--- src/rtl/fmm_reduce_kernel_ram_stream_reader.sv ---
// Streams a contiguous window of a 1R1W block RAM out on a valid/ready stream under ap_* block control.
// Optional running checksum of accepted beats is built when FMM_READER_CHECKSUM_EN is defined.
module fmm_reduce_kernel_ram_stream_reader #(
  parameter int unsigned DataWidth    = 32,
  parameter int unsigned AddressWidth = 17,
  parameter int unsigned AddressRange = 102400
) (
  input  logic                    ap_clk,
  input  logic                    ap_rst_n,
  input  logic                    ap_start,
  input  logic [AddressWidth-1:0] base,
  input  logic [AddressWidth:0]   count,
  output logic                    ap_idle,
  output logic                    ap_done,
  output logic                    ap_ready,
  output logic [AddressWidth-1:0] address0,
  output logic                    ce0,
  output logic                    we0,
  input  logic [DataWidth-1:0]    q0,
  output logic [DataWidth-1:0]    out_tdata,
  output logic                    out_tvalid,
  input  logic                    out_tready,
  output logic                    out_tlast,
  output logic [DataWidth-1:0]    checksum
);

  localparam int unsigned CountWidth = AddressWidth + 1;
  localparam logic [AddressWidth-1:0] LastAddr = AddressWidth'(AddressRange - 1);

  typedef enum logic [1:0] {
    S_IDLE = 2'd0,
    S_RUN  = 2'd1,
    S_DONE = 2'd2
  } state_t;

  state_t                  state;
  logic [CountWidth-1:0]   rd_left;
  logic                    q_vld;
  logic                    q_last;
  logic [1:0]              occ;
  logic [DataWidth-1:0]    tail_data;
  logic                    tail_last;

  logic                    start_acc_c;
  logic                    pop_c;
  logic                    issue_c;
  logic [1:0]              pending_c;
  logic [1:0]              occ_d;
  logic [DataWidth-1:0]    head_data_d;
  logic                    head_last_d;
  logic [DataWidth-1:0]    tail_data_d;
  logic                    tail_last_d;

  // Issue credit: the q0 stage plus the buffer never hold more than two words.
  // ce0 must see this cycle's pop, so the issue decision is combinational.
  assign start_acc_c = (state == S_IDLE) && ap_start;
  assign pop_c       = out_tvalid && out_tready;
  assign pending_c   = occ + {1'b0, q_vld};
  assign issue_c     = (state == S_RUN) && (rd_left != '0)
                       && ((pending_c - {1'b0, pop_c}) < 2'd2);

  assign ce0      = issue_c;
  assign we0      = 1'b0;

  // Control FSM, read address and issue counter.
  always_ff @(posedge ap_clk or negedge ap_rst_n) begin
    if (!ap_rst_n) begin
      state    <= S_IDLE;
      ap_idle  <= 1'b1;
      ap_done  <= 1'b0;
      ap_ready <= 1'b0;
      rd_left  <= '0;
      address0 <= '0;
    end else begin
      ap_done  <= 1'b0;
      ap_ready <= 1'b0;
      case (state)
        S_IDLE: begin
          if (ap_start) begin
            rd_left  <= count;
            address0 <= base;
            ap_idle  <= 1'b0;
            if (count == '0) begin
              state    <= S_DONE;
              ap_done  <= 1'b1;
              ap_ready <= 1'b1;
            end else begin
              state <= S_RUN;
            end
          end
        end
        S_RUN: begin
          if (issue_c) begin
            rd_left  <= rd_left - CountWidth'(1);
            address0 <= (address0 == LastAddr) ? '0 : address0 + AddressWidth'(1);
          end
          if (pop_c && out_tlast) begin
            state    <= S_DONE;
            ap_done  <= 1'b1;
            ap_ready <= 1'b1;
          end
        end
        S_DONE: begin
          state   <= S_IDLE;
          ap_idle <= 1'b1;
        end
        default: begin
          state   <= S_IDLE;
          ap_idle <= 1'b1;
        end
      endcase
    end
  end

  // q0 capture stage: tracks which cycle carries valid RAM data.
  always_ff @(posedge ap_clk or negedge ap_rst_n) begin
    if (!ap_rst_n) begin
      q_vld  <= 1'b0;
      q_last <= 1'b0;
    end else begin
      q_vld  <= issue_c;
      q_last <= issue_c && (rd_left == CountWidth'(1));
    end
  end

  // Two-entry FIFO: pop shifts the tail forward, then a q0 word fills the first free slot.
  always_comb begin
    occ_d       = occ;
    head_data_d = out_tdata;
    head_last_d = out_tlast;
    tail_data_d = tail_data;
    tail_last_d = tail_last;
    if (pop_c) begin
      head_data_d = tail_data;
      head_last_d = tail_last;
      occ_d       = occ - 2'd1;
    end
    if (q_vld) begin
      if (occ_d == 2'd0) begin
        head_data_d = q0;
        head_last_d = q_last;
      end else begin
        tail_data_d = q0;
        tail_last_d = q_last;
      end
      occ_d = occ_d + 2'd1;
    end
  end

  always_ff @(posedge ap_clk or negedge ap_rst_n) begin
    if (!ap_rst_n) begin
      occ        <= '0;
      out_tvalid <= 1'b0;
      out_tdata  <= '0;
      out_tlast  <= 1'b0;
      tail_data  <= '0;
      tail_last  <= 1'b0;
    end else begin
      occ        <= occ_d;
      out_tvalid <= (occ_d != 2'd0);
      out_tdata  <= head_data_d;
      out_tlast  <= head_last_d;
      tail_data  <= tail_data_d;
      tail_last  <= tail_last_d;
    end
  end

`ifdef FMM_READER_CHECKSUM_EN
  // Running sum of accepted beats; holds after the job until the next start.
  always_ff @(posedge ap_clk or negedge ap_rst_n) begin
    if (!ap_rst_n) begin
      checksum <= '0;
    end else if (start_acc_c) begin
      checksum <= '0;
    end else if (pop_c) begin
      checksum <= checksum + out_tdata;
    end
  end
`else
  assign checksum = '0;
`endif

endmodule

--- config.mk ---
export PLATFORM = sky130hd
export DESIGN_NAME = fmm_reduce_kernel_ram_stream_reader
export DESIGN_NICKNAME = d
export VERILOG_FILES = /design/src/rtl/fmm_reduce_kernel_ram_stream_reader.sv
export SDC_FILE = /design/constraint.sdc
export NUM_CORES = 1
export LEC_CHECK = 0
export BUFFER_PORTS_ARGS = -buffer_cell sky130_fd_sc_hd__buf_2
export CORE_MARGIN = 5
export CORE_UTILIZATION = 53
export CTS_CLUSTER_DIAMETER = 30
export DETAILED_ROUTE_END_ITERATION = 8
export HOLD_SLACK_MARGIN = 0.1
export MAX_ROUTING_LAYER = met4
export PLACE_DENSITY = 0.79
export SYNTH_ARGS = -nofsm -noshare
export SYNTH_HDL_FRONTEND = slang
export SYNTH_SLANG_ARGS = --single-unit
--- constraint.sdc ---
create_clock -name ap_clk -period 3.02 [get_ports ap_clk]
set_input_delay 0.151 -clock ap_clk [delete_from_list [all_inputs] [get_ports ap_clk]]
set_output_delay 0.151 -clock ap_clk [all_outputs]
set_load 0.1 [all_outputs]
==> flow_metrics.tcl <==
set metrics [dict create \
    dr.pass1.iters 5 \
    cts_buffers 9 \
    outcome "complete, no violations" \
    ios 159 \
    fin_crit_sh_pct 87.2 \
    io_buffers 125 \
    die_h_um 114 \
    fill_cells 857 \
    finalSetupViolations 0 \
    dieArea_um2 13000 \
    synth-main-ff-cell "dfrtp_1" \
    post-place-cells 805 \
    avgSynthCellArea_um2 10.1 \
    drv_cap 0 \
    yosysWarningCount 0 \
    cp_max_fo 29 \
    tightest_slew_ps 1110 \
    first_global_vias 4791 \
    multiInputGateArea_um2 2650 \
    drcViolationCount 0 \
    synth_top_area_cell "dfrtp_1" \
    finalNonFillerCells 869 \
    die_w_um 114 \
    regArea_um2 2750 \
    fin_nets 800 \
    required_ps 3300 \
    post-cts-setup-buffers 0 \
    coreArea_um2 10700 \
    htreeDepth 3 \
    rsz0062_at_grt "no" \
    placementRows 38 \
    cp.arrival_ps 2920 \
    grt_overflow 0 \
    mostFrequentLayoutCells "buf_2, dfrtp_1, o21ai_0" \
    async_flop_share_pct 100 \
    cp-end-kind "flip-flop" \
    dpl.hpwl_um 9400 \
    hold_viol_final 0 \
    routed_wl_um 13900 \
    cts_tree "done" \
    period_needed_ps 2630 \
    setup-tns-final_ps 0 \
    start_util_pct 53.6 \
    clk_pin_slew_ps 100 \
    timing.hold.ws_ps 114 \
    synth_edf_count 0 \
    synth_top_area_share_pct 47.6 \
    antenna_found_initial 1 \
    layout_commonest_cell "buf_2" \
    insertion_delay_ps 360 \
    ys_seq_elements 110 \
    worstSetupPathType "flip-flop to flip-flop" \
    layout-drive-gt1-share_pct 27.5 \
    drtAntennaViolNets 0 \
    grt_max_degree 88 \
    netlist_instances 567 \
    vias_per_cell 5.58 \
    holdBufCountCts 47 \
    cts_root_buf "clkbuf_8" \
    hold_class "input pin to flip-flop" \
    grt_pass1_wl_um 22800 \
    drt_iter0_markers 322 \
    syn2layout_area_growth_pct 22.5 \
    vias 4846 \
    grtUsageTotal_pct 22.0 \
    post_drt_wl_per_cell_um 16.0 \
    synth_area_leaders "dfrtp_1, mux2_2, mux2i_1" \
    clkSinkCount 110 \
    clockBufferDepth 2 \
    gp_congestion 0.858 \
    worst_clock_skew_ps 13.9 \
    synth.distinct_cells 60 \
    slew_viol_final 0 \
    max_freq_mhz 380 \
    slew_headroom_pct 26.2 \
    seq_area_frac_synth_pct 48.0 \
    netlist_area_um2 5730 \
    critPathLaunchType "flip-flop" \
    cts_resized 0 \
]
-- cells by family (layout without fill, tap and decap cells) --
kind of cell,Yosys count,count (layout),share of synthesized area [%]
AO/OA/AOI/OAI,146,146,15.8
XOR/XNOR,2,2,0.546
buffers and inverters,83,212,8.25
other,1,34,0.0654
flip-flops,110,110,48.0
multiplexers,67,67,12.4
AND/OR/NAND/NOR,152,152,13.5
adder cells (fa/ha/maj),6,6,1.31
-- path summary, 6_finish.rpt --
kind	endpoint	slack, ps	cells after the start	startpoint
max in group asynchronous	out_tdata[28]$_DFF_PN0_	1650	3	ap_rst_n
min in group asynchronous	out_tdata[12]$_DFF_PN0_	530	2	ap_rst_n
max reg2reg	address0[0]$_DFFE_PN0P_	390	11	out_tvalid$_DFF_PN0_
min reg2reg	out_tlast$_DFF_PN0_	480	2	q_last$_DFF_PN0_
min	rd_left[12]$_DFFE_PN0P_	110	3	count[12]
max	address0[0]$_DFFE_PN0P_	390	11	out_tvalid$_DFF_PN0_
-- synth_stat cells, types with 4 or more instances --
cell type    n
mux2_2      34
nor2_1      33
and3_1       7
inv_1       15
nand2_1     49
nor4_1      11
nand4_1      6
ha_1         6
buf_4       36
a32oi_1      5
mux2i_1     33
dfrtp_1    109
o2bb2ai_1    7
nand3_1     13
buf_1        6
nor3_1       9
a22oi_1      7
o21ai_0     61
o22ai_1      7
a21oi_1     29
nor2b_1      4
clkbuf_1    20
-- flip-flops by register name, indices dropped and copies added (netlist names), 2 cells and up --
name and cells:
state 2, rd_left 18, address0 17, out_tdata 32, occ 2, tail_data 32
-- worst max-delay path, cell delays in order (launching register included) --
cell and delay [ps]:
dfrtp_1 390, nand2_2 80, inv_1 80, ha_1 320, inv_1 70, ha_1 140
xnor3_1 240, a21oi_1 270, a21o_2 460, buf_4 270, a221oi_1 60, a21oi_1 170
-- layer usage --
metal	global-route usage [%]	wire length [um]
met2	35.8	6970
met3	3.50	888
met4	6.25	184
met1	28.8	5840
met5	-	0
-- stage by stage --
step           instance area (um2)  utilization (%)  setup slack (ps)
3_3_place_gp                  6360             59.5               484
3_5_place_dp                  6360             59.5               382
2_1_floorplan                 5860                -              9.08
6_report                      7020             65.6               388
5_1_grt                       7020             65.6               164
4_1_cts                       7020             65.6               372
-- area by class of cell --
cell class,instances,share of cell area (%)
diodes,1,0.0356
clock buffers,11,1.87
inverters,15,0.802
repair buffers,181,17.0
clock inverters,5,0.820
well taps,140,2.49
flip-flops and latches,110,39.2
multi-input cells,406,37.8
Power is left out: the tool's default activity adds up to more than one toggle a clock period on the data nets, which glitch-free logic cannot reach.
